File: config.mk
export PLATFORM = sky130hd
export DESIGN_NAME = apu_frame_sequencer_flat
export DESIGN_NICKNAME = d
export VERILOG_FILES = /design/src/rtl/apu_pkg.sv /design/src/rtl/apu_frame_sequencer_if.sv /design/src/rtl/apu_frame_wr_delay.sv /design/src/rtl/apu_frame_sequencer.sv /design/src/flat_wrapper.sv
export SDC_FILE = /design/constraint.sdc
export NUM_CORES = 1
export LEC_CHECK = 0
export BUFFER_PORTS_ARGS = -buffer_cell sky130_fd_sc_hd__buf_2
export CAP_MARGIN = 20
export CORE_MARGIN = 3
export CORE_UTILIZATION = 50
export CTS_BUF_LIST = sky130_fd_sc_hd__clkbuf_4 sky130_fd_sc_hd__clkbuf_8
export DETAILED_ROUTE_END_ITERATION = 12
export PLACE_DENSITY = 0.74
export SYNTH_ARGS = -nofsm -noshare
export SYNTH_HDL_FRONTEND = slang
export SYNTH_SLANG_ARGS = --single-unit
File: constraint.sdc
create_clock -name clk -period 1.7 [get_ports clk]
set_input_delay 0.085 -clock clk [delete_from_list [all_inputs] [get_ports clk]]
set_output_delay 0.085 -clock clk [all_outputs]
set_load 0.02 [all_outputs]
File: src/rtl/apu_pkg.sv
// Shared APU constants: frame-sequencer step ticks, sequencer mode and $4017 bit layout.
// The length-counter stage imports this package as well.
package apu_pkg;

   localparam int APU_CNT_W = 16;
   localparam int APU_STEP1 = 7457;
   localparam int APU_STEP2 = 14913;
   localparam int APU_STEP3 = 22371;
   localparam int APU_STEP4 = 29829;
   localparam int APU_STEP5 = 37281;

   localparam int WR4017_MODE_BIT    = 7;
   localparam int WR4017_INHIBIT_BIT = 6;

   typedef enum logic {
      MODE_4STEP = 1'b0,
      MODE_5STEP = 1'b1
   } apu_mode_e;

   // A $4017 write lands the sequence reset 3 CPU ticks later on an even cycle, 4 on an odd one.
   function automatic logic [2:0] wrDelay(input logic parity);
      return parity ? 3'd4 : 3'd3;
   endfunction

endpackage

File: src/rtl/apu_frame_sequencer_if.sv
// CPU-side control strobes and frame-timing outputs of the APU frame sequencer.
interface apu_frame_sequencer_if;

   logic       cpu_tick;
   logic       wr_4017;
   logic [7:0] wr_data;
   logic       irq_ack;
   logic       quarter_frame;
   logic       half_frame;
   logic       frame_irq;
   logic       mode_5step;

   modport master (
      output cpu_tick, wr_4017, wr_data, irq_ack,
      input  quarter_frame, half_frame, frame_irq, mode_5step
   );

   modport slave (
      input  cpu_tick, wr_4017, wr_data, irq_ack,
      output quarter_frame, half_frame, frame_irq, mode_5step
   );

endinterface

File: src/rtl/apu_frame_wr_delay.sv
// Pending sequence-reset timer armed by a $4017 write; fires o_seq_reset on the D-th later CPU tick.
module apu_frame_wr_delay
   import apu_pkg::*;
(
   input  logic clk,
   input  logic reset,
   input  logic i_cpu_tick,
   input  logic i_wr_4017,
   input  logic i_parity,
   output logic o_seq_reset
);

   logic [2:0] r_delay;

   // A new write always restarts the countdown; zero means nothing pending.
   always_ff @(posedge clk) begin
      if (reset) begin
         r_delay <= 3'd0;
      end else if (i_wr_4017) begin
         r_delay <= wrDelay(i_parity);
      end else if (i_cpu_tick && (r_delay != 3'd0)) begin
         r_delay <= r_delay - 3'd1;
      end
   end

   assign o_seq_reset = i_cpu_tick && !i_wr_4017 && (r_delay == 3'd1);

endmodule

File: src/rtl/apu_frame_sequencer.sv
// APU frame sequencer: quarter/half-frame enables and frame IRQ, programmed through $4017.
// Define APU_FRAME_IRQ_EN to build the frame IRQ; otherwise frame_irq is tied low.
module apu_frame_sequencer
   import apu_pkg::*;
#(
   parameter int CNT_W = APU_CNT_W,
   parameter int STEP1 = APU_STEP1,
   parameter int STEP2 = APU_STEP2,
   parameter int STEP3 = APU_STEP3,
   parameter int STEP4 = APU_STEP4,
   parameter int STEP5 = APU_STEP5
) (
   input logic                  clk,
   input logic                  reset,
   apu_frame_sequencer_if.slave bus
);

   localparam logic [CNT_W-1:0] C_STEP1   = CNT_W'(STEP1);
   localparam logic [CNT_W-1:0] C_STEP2   = CNT_W'(STEP2);
   localparam logic [CNT_W-1:0] C_STEP3   = CNT_W'(STEP3);
   localparam logic [CNT_W-1:0] C_STEP4   = CNT_W'(STEP4);
   localparam logic [CNT_W-1:0] C_STEP4M1 = CNT_W'(STEP4 - 1);
   localparam logic [CNT_W-1:0] C_STEP5   = CNT_W'(STEP5);

   logic [CNT_W-1:0] r_cnt;
   logic             r_parity;
   apu_mode_e        r_mode;
   logic             r_quarter;
   logic             r_half;

   logic w_seqReset;
   logic w_atStep1, w_atStep2, w_atStep3, w_atStep4, w_atStep4m1, w_atStep5;
   logic w_quarter, w_half, w_wrap, w_irqSet;

   apu_frame_wr_delay u_wrDelay (
      .clk         (clk),
      .reset       (reset),
      .i_cpu_tick  (bus.cpu_tick),
      .i_wr_4017   (bus.wr_4017),
      .i_parity    (r_parity),
      .o_seq_reset (w_seqReset)
   );

   assign w_atStep1   = (r_cnt == C_STEP1);
   assign w_atStep2   = (r_cnt == C_STEP2);
   assign w_atStep3   = (r_cnt == C_STEP3);
   assign w_atStep4   = (r_cnt == C_STEP4);
   assign w_atStep4m1 = (r_cnt == C_STEP4M1);
   assign w_atStep5   = (r_cnt == C_STEP5);

   // Step events for the current count; in 5-step mode STEP4 is a silent tick.
   always_comb begin
      w_quarter = 1'b0;
      w_half    = 1'b0;
      w_wrap    = 1'b0;
      w_irqSet  = 1'b0;
      if (r_mode == MODE_5STEP) begin
         w_quarter = w_atStep1 | w_atStep2 | w_atStep3 | w_atStep5;
         w_half    = w_atStep2 | w_atStep5;
         w_wrap    = w_atStep5;
      end else begin
         w_quarter = w_atStep1 | w_atStep2 | w_atStep3 | w_atStep4;
         w_half    = w_atStep2 | w_atStep4;
         w_wrap    = w_atStep4;
         w_irqSet  = w_atStep4m1 | w_atStep4;
      end
   end

   always_ff @(posedge clk) begin
      if (reset) begin
         r_cnt    <= '0;
         r_parity <= 1'b0;
      end else if (bus.cpu_tick) begin
         r_parity <= ~r_parity;
         if (w_seqReset || w_wrap) begin
            r_cnt <= '0;
         end else begin
            r_cnt <= r_cnt + 1'b1;
         end
      end
   end

   always_ff @(posedge clk) begin
      if (reset) begin
         r_mode <= MODE_4STEP;
      end else if (bus.wr_4017) begin
         r_mode <= apu_mode_e'(bus.wr_data[WR4017_MODE_BIT]);
      end
   end

   // A write-triggered sequence reset replaces that tick's step event; 5-step mode clocks both units.
   always_ff @(posedge clk) begin
      if (reset) begin
         r_quarter <= 1'b0;
         r_half    <= 1'b0;
      end else if (bus.cpu_tick && w_seqReset) begin
         r_quarter <= (r_mode == MODE_5STEP);
         r_half    <= (r_mode == MODE_5STEP);
      end else if (bus.cpu_tick) begin
         r_quarter <= w_quarter;
         r_half    <= w_half;
      end else begin
         r_quarter <= 1'b0;
         r_half    <= 1'b0;
      end
   end

   assign bus.quarter_frame = r_quarter;
   assign bus.half_frame    = r_half;
   assign bus.mode_5step    = (r_mode == MODE_5STEP);

`ifdef APU_FRAME_IRQ_EN
   logic       r_inhibit;
   logic       r_irq;
   logic [5:0] w_unusedWrBits;

   always_ff @(posedge clk) begin
      if (reset) begin
         r_inhibit <= 1'b0;
      end else if (bus.wr_4017) begin
         r_inhibit <= bus.wr_data[WR4017_INHIBIT_BIT];
      end
   end

   // Inhibit write clears unconditionally; otherwise a set event beats a same-cycle acknowledge.
   always_ff @(posedge clk) begin
      if (reset) begin
         r_irq <= 1'b0;
      end else if (bus.wr_4017 && bus.wr_data[WR4017_INHIBIT_BIT]) begin
         r_irq <= 1'b0;
      end else if (bus.cpu_tick && !w_seqReset && w_irqSet && !r_inhibit) begin
         r_irq <= 1'b1;
      end else if (bus.irq_ack) begin
         r_irq <= 1'b0;
      end
   end

   assign bus.frame_irq  = r_irq;
   assign w_unusedWrBits = bus.wr_data[5:0];
`else
   logic [8:0] w_unusedIrqPath;

   assign bus.frame_irq   = 1'b0;
   assign w_unusedIrqPath = {bus.irq_ack, bus.wr_data[6:0], w_irqSet};
`endif

endmodule
File: src/flat_wrapper.sv
// flat-port wrapper written by rule: the top's interface ports become plain ports
module apu_frame_sequencer_flat import apu_pkg::*;
#(
   parameter int CNT_W = APU_CNT_W,
   parameter int STEP1 = APU_STEP1,
   parameter int STEP2 = APU_STEP2,
   parameter int STEP3 = APU_STEP3,
   parameter int STEP4 = APU_STEP4,
   parameter int STEP5 = APU_STEP5
)
  (clk, reset, bus_cpu_tick, bus_wr_4017, bus_wr_data, bus_irq_ack, bus_quarter_frame, bus_half_frame, bus_frame_irq, bus_mode_5step);
  apu_frame_sequencer_if bus_i ();
  input logic clk;
  input logic reset;
  input wire logic [$bits(bus_i.cpu_tick)-1:0] bus_cpu_tick;
  input wire logic [$bits(bus_i.wr_4017)-1:0] bus_wr_4017;
  input wire logic [$bits(bus_i.wr_data)-1:0] bus_wr_data;
  input wire logic [$bits(bus_i.irq_ack)-1:0] bus_irq_ack;
  output wire logic [$bits(bus_i.quarter_frame)-1:0] bus_quarter_frame;
  output wire logic [$bits(bus_i.half_frame)-1:0] bus_half_frame;
  output wire logic [$bits(bus_i.frame_irq)-1:0] bus_frame_irq;
  output wire logic [$bits(bus_i.mode_5step)-1:0] bus_mode_5step;
  assign bus_i.cpu_tick = bus_cpu_tick;
  assign bus_i.wr_4017 = bus_wr_4017;
  assign bus_i.wr_data = bus_wr_data;
  assign bus_i.irq_ack = bus_irq_ack;
  assign bus_quarter_frame = bus_i.quarter_frame;
  assign bus_half_frame = bus_i.half_frame;
  assign bus_frame_irq = bus_i.frame_irq;
  assign bus_mode_5step = bus_i.mode_5step;
  apu_frame_sequencer #(.CNT_W(CNT_W), .STEP1(STEP1), .STEP2(STEP2), .STEP3(STEP3), .STEP4(STEP4), .STEP5(STEP5)) u_core (.clk(clk), .reset(reset), .bus(bus_i));
endmodule
-- Yosys cells after proc, flatten, opt, wreduce, memory -nomap -nowiden
Index checks and enable logic that the tools add are counted.
- $add $sub $neg: 2
- equality and inequality tests: 6
- muxes and demuxes: 11
- bitwise logic cells: 7
- reductions and logical operators: 8
- operators by type and width (cell ; number):
    $eq 16x15->1 const B ; 2
    $add 16x1->16 const B ; 1
    $eq 16x13->1 const B ; 1
    $eq 16x14->1 const B ; 1
    $eq 16x16->1 const B ; 1
    $mux 16 ; 1
    $mux 3 ; 3
    $mux 1 ; 7
    $or 1x1->1 ; 6
    $logic_and 1x1->1 ; 4
    $eq 3x1->1 const B ; 1
    $reduce_bool 3->1 ; 1
    $sub 3x1->3 const B ; 1
    $reduce_bool 2->1 ; 1
    $logic_not 1->1 ; 1
    $logic_or 1x1->1 ; 1
    $not 1->1 ; 1
- register bits after elaboration: 23
- input port bits: 13

-- Longest topological paths before layout
- depth after elaboration: 7
- mapped depth: 8
- mapped depth without buffers: 8

-- Modules after synthesis
From an unflattened synthesis, not the netlist that was laid out.
- cells, all modules: 154
- area, all modules: 1407.6 µm²
- by module, submodules not included (module ; times used ; cells an instance ; area an instance (µm²) ; seq. area each (µm²)):
    apu_frame_sequencer ; 1 ; 131 ; 1204.9 ; 400.4
    apu_frame_wr_delay ; 1 ; 23 ; 202.7 ; 60.1

-- Worst setup path before layout
Ideal clock, no wire load.
- path kind: register -> register
- start: register u_core.r_mode, in the netlist u_core.bus.mode_5step
- end: register u_core.r_cnt[7]
- library setup time: 0.115 ns
- arrival time: 1.745 ns
- path slack: -0.159 ns
- cell stages (with the launch flop): 7
- period minus slack after synthesis: 1.859 ns
- cells stage by stage: dfxtp_1 -> nand4_1 -> or4b_4 -> a211oi_2 -> a21o_2 -> buf_6 -> nor2_1
- word-level cells in the longest chain between the ends: 3
- ends and longest elaborated chain (element ; line ; source):
    from (decl) ; apu_frame_sequencer.sv:27 ; apu_mode_e r_mode;
    from (signal assigned) ; apu_frame_sequencer.sv:87 ; r_mode <= apu_mode_e'(bus.wr_data[WR4017_MODE_BIT]);
    $mux 1 ; apu_frame_sequencer.sv:57 ; if (r_mode == MODE_5STEP) begin
    $logic_or 1x1->1 ; apu_frame_sequencer.sv:75 ; if (w_seqReset || w_wrap) begin
    $mux 16 ; apu_frame_sequencer.sv:75 ;
    to (signal assigned) ; apu_frame_sequencer.sv:78 ; r_cnt <= r_cnt + 1'b1;
    to (decl) ; apu_frame_sequencer.sv:25 ; logic [CNT_W-1:0] r_cnt;
Every way passes these cells.
A chain may end at the register's enable or synchronous reset.

-- Worst setup path after layout
- start: register u_core.r_mode, in the netlist u_core.bus.mode_5step
- end: register u_core.r_quarter, in the netlist u_core.bus.quarter_frame
- word-level cells in the longest chain between the ends: 3
- ends and longest elaborated chain (element ; line ; source):
    $mux 1 ; apu_frame_sequencer.sv:57 ;
    $mux 1 ; apu_frame_sequencer.sv:99 ; end else if (bus.cpu_tick) begin
    $mux 1 (*) ; apu_frame_sequencer.sv:96 ; end else if (bus.cpu_tick && w_seqReset) begin
    to (signal assigned) ; apu_frame_sequencer.sv:97 ; r_quarter <= (r_mode == MODE_5STEP);
    to (signal assigned) ; apu_frame_sequencer.sv:100 ; r_quarter <= w_quarter;
    to (decl) ; apu_frame_sequencer.sv:28 ; logic r_quarter;
Every way passes the cells marked *; elsewhere a longest branch is shown, timed or not.

==> out/metrics.csv <==
stage,metric,value,unit
clock_network,cts.sink_count,23,
clock_network,htree_levels,1,
global_routing,met1_usage,24.4,%
worst_hold_path,hold_path.class,in -> reg,
timing,max_freq,591,MHz
clock_network,hold_buffers,0,
timing,fin_crit_sh,99.6,%
logic_synthesis,syn_inst,146,
global_routing,met2_usage,30.6,%
floorplanning,core_area,0.00232,mm2
clock_network,cts_tree,built,
cells_and_area,design_area,0.00154,mm2
logic_synthesis,syn_nets,164,
detailed_routing,wl,2.81,mm
global_routing,grt-ovfl-total,0,
timing,setup_tns,0,ps
logic_synthesis,synth-seq-cells,23,
cells_and_area,layout_common_cells,"nor2_1, buf_4, dfxtp_1, xor2_1, nand4_1",
pwr,power_density,635,mW/mm2
critical_path,crit_path_start_kind,register,
pwr,power_frac_comb,14.1,%
place,dp_hpwl,2.17,mm
timing,setup_viol,0,
place,gp_congestion,0.957,
timing,grt_setup_unrepaired,yes,
place,place_ws,-55.3,ps
global_routing,grt_pass1_vias,1076,
pwr,ir_drop,0.435,mV
logic_synthesis,synth_ff_type,dfxtp_1,
detailed_routing,drt_iter0_drc,52,
critical_path,path_buf_inv,1,
cells_and_area,diodes,0,
clock_network,path_clk_slew,120,ps
timing,whs,15.5,ps
critical_path,cp_max_fo,4,
critical_path,path_class,reg -> reg,
critical_path,critPathTopFamily,simple AND/OR/NAND/NOR gates,
pwr,cellLeakagePower,0.585,nW
pwr,seq_power_share,58.6,%
floorplanning,start_util,54.7,%
detailed_routing,wire_per_inst,14.0,um
critical_path,cp.arrival,1940,ps
timing,final_max_slew_viol_count,0,
place,detailed_place.area,0.00144,mm2
clock_network,worstSkewPairLatency,310,ps
logic_synthesis,synth-edff-count,0,
global_routing,grt_max_degree,15,
place,port_buffers,7,
pwr,intPower,0.000728,W
cells_and_area,syn2layout_area_growth,21.1,%
critical_path,slowest_delay,510,ps
logic_synthesis,synth.cell_area,0.00127,mm2
logic_synthesis,synth_cell_types,37,
job,maxCapViolCount,0,
cells_and_area,drive_above_1_share,33.1,%
critical_path,crit_path_top_delay_cell,or4b_4,
timing,hold_violations,0,
clock_network,clk_path_buf_depth,2,
global_routing,grt_usage,18.6,%
run_status,status,"complete, no violations",
logic_synthesis,async_flop_share,0,%
floorplanning,die_h,56.4,um
floorplanning,ios,17,
clock_network,cts_buffers,3,
pwr,clock_power_share,27.4,%
clock_network,cts_root_buf,clkbuf_4,
pwr,finalPower,0.000976,W
cells_and_area,layout_commonest_cell,nor2_1,
detailed_routing,drcViolationCount,0,
global_routing,grt_pass1_wl,4.72,mm
logic_synthesis,avgSynthCellArea,8.69,um2
global_routing,grt.busiest_layer,met2,
critical_path,cp.required,1940,ps
logic_synthesis,ys_seq_area_share,36.3,%
pwr,p_sw_share,25.4,%
timing,timing.final.ws_setup,6.89,ps
logic_synthesis,ys_warn_count,0,
global_routing,met3_usage,4.60,%
detailed_routing,antenna_left,0,
floorplanning,rows,17,
timing,period_minus_slack,1690,ps
timing,skew,3.95,ps
critical_path,cp-end-kind,register,
floorplanning,die_area,0.00318,mm2
detailed_routing,viasPerCell,5.55,
critical_path,cp_cell_sequence,nand4_1 > or4b_4 > a211oi_4 > buf_4 > nor3_2 > a21oi_1,
global_routing,antenna_found_initial,0,
detailed_routing,firstDrtPassIters,4,
floorplanning,fp.dieW,56.4,um
cells_and_area,num-nets-final,191,
pwr,p_switching,0.000248,W
detailed_routing,num_vias,1110,
worst paths after layout:
kind | start | to | slack [ps] | cells after the start
hold / removal | bus_wr_data[7] | u_core.bus.mode_5step | 20 | 3
setup / recovery | u_core.bus.mode_5step | u_core.bus.quarter_frame | 7 | 6
setup reg to reg | u_core.bus.mode_5step | u_core.bus.quarter_frame | 7 | 6
hold reg to reg | u_core.r_parity | u_core.u_wrDelay.r_delay[0] | 540 | 1
metrics by stage:
stage          utilization, %  std cells
4_1_cts                  64.1        199
2_1_floorplan               -        146
3_3_place_gp             62.1        195
6_report                 66.3        200
3_5_place_dp             62.1        195
5_1_grt                  66.3        200
sequential cells by signal, summed over array words and instances, names as in the netlist:
signal and count:
u_core.bus.half_frame 1, u_core.bus.mode_5step 1, u_core.bus.quarter_frame 1, u_core.r_cnt 16, u_core.r_parity 1, u_core.u_wrDelay.r_delay 3
cells in the mapped netlist, drive strengths merged, types with 2 or more instances:
cell    instances  area share [%]
a211oi          3             2.2
a21o            2             1.4
a21oi           4             1.6
a31oi           2            0.99
and3            2             1.1
buf             3             2.4
clkbuf          2             1.4
dfxtp          23              36
ha              5             4.9
inv             6             1.8
nand2           7             2.1
nand2b          3             1.5
nand3           4             1.6
nand3b          2             1.2
nand4           8             3.9
nand4b          4             2.8
nor2           25             7.8
nor2b           5             2.5
nor3            6             2.4
nor3b           3             1.8
o21ai           2            0.79
xnor2           6             4.1
xor2           10             6.9
area by class of cell:
| cell class | instances | area [um2] |
|---|---|---|
| sequential | 23 | 472 |
| timing repair buffer | 27 | 185 |
| multi-input combinational | 112 | 792 |
| tap | 28 | 35.0 |
| clock buffer | 4 | 30.0 |
| inverter | 6 | 22.5 |
| fill | 186 | 782 |
logic make-up (layout without fill, tap and decap cells):
logic type | count (synthesis) | count (layout) | share of synthesized area [%]
fa+ha+maj | 5 | 5 | 4.93
buf+inv | 11 | 37 | 5.52
compound gates | 14 | 14 | 7.69
other cells | 1 | 1 | 0.296
flops | 23 | 23 | 36.3
simple gates | 74 | 74 | 32.5
xor+xnor | 16 | 16 | 11.0
mux | 2 | 2 | 1.68
metal layers:
| layer | up-vias | share of wire [%] |
|---|---|---|
| li1 | 551 | - |
| met1 | 530 | 47 |
| met2 | 23 | 48 |
| met3 | 6 | 4.1 |
| met4 | 0 | 1.0 |
| met5 | - | 0 |
worst min-delay path, delay by kind of cell:
kind / cells / cell delay (ps)
and+or+nand+nor: 1 / 80
buffers and inverters: 1 / 80
muxes: 1 / 60
what timing repair did:
item                       4_1_cts  5_1_grt
setup endpoints to repair       12       20
setup buffers                    0        1
pin swaps                        3        3
resized for setup                4       12
power by group through the flow:
stage               clock network [W]  registers (W)  logic [W]
floorplan                           0       0.000582  0.0000960
global placement                    0       0.000580   0.000116
detailed placement                  0       0.000582   0.000126
CTS                          0.000276       0.000570   0.000128
global route                 0.000292       0.000574   0.000157
finish                       0.000267       0.000572   0.000137
No activity file was read; power rests on OpenSTA's default activity.
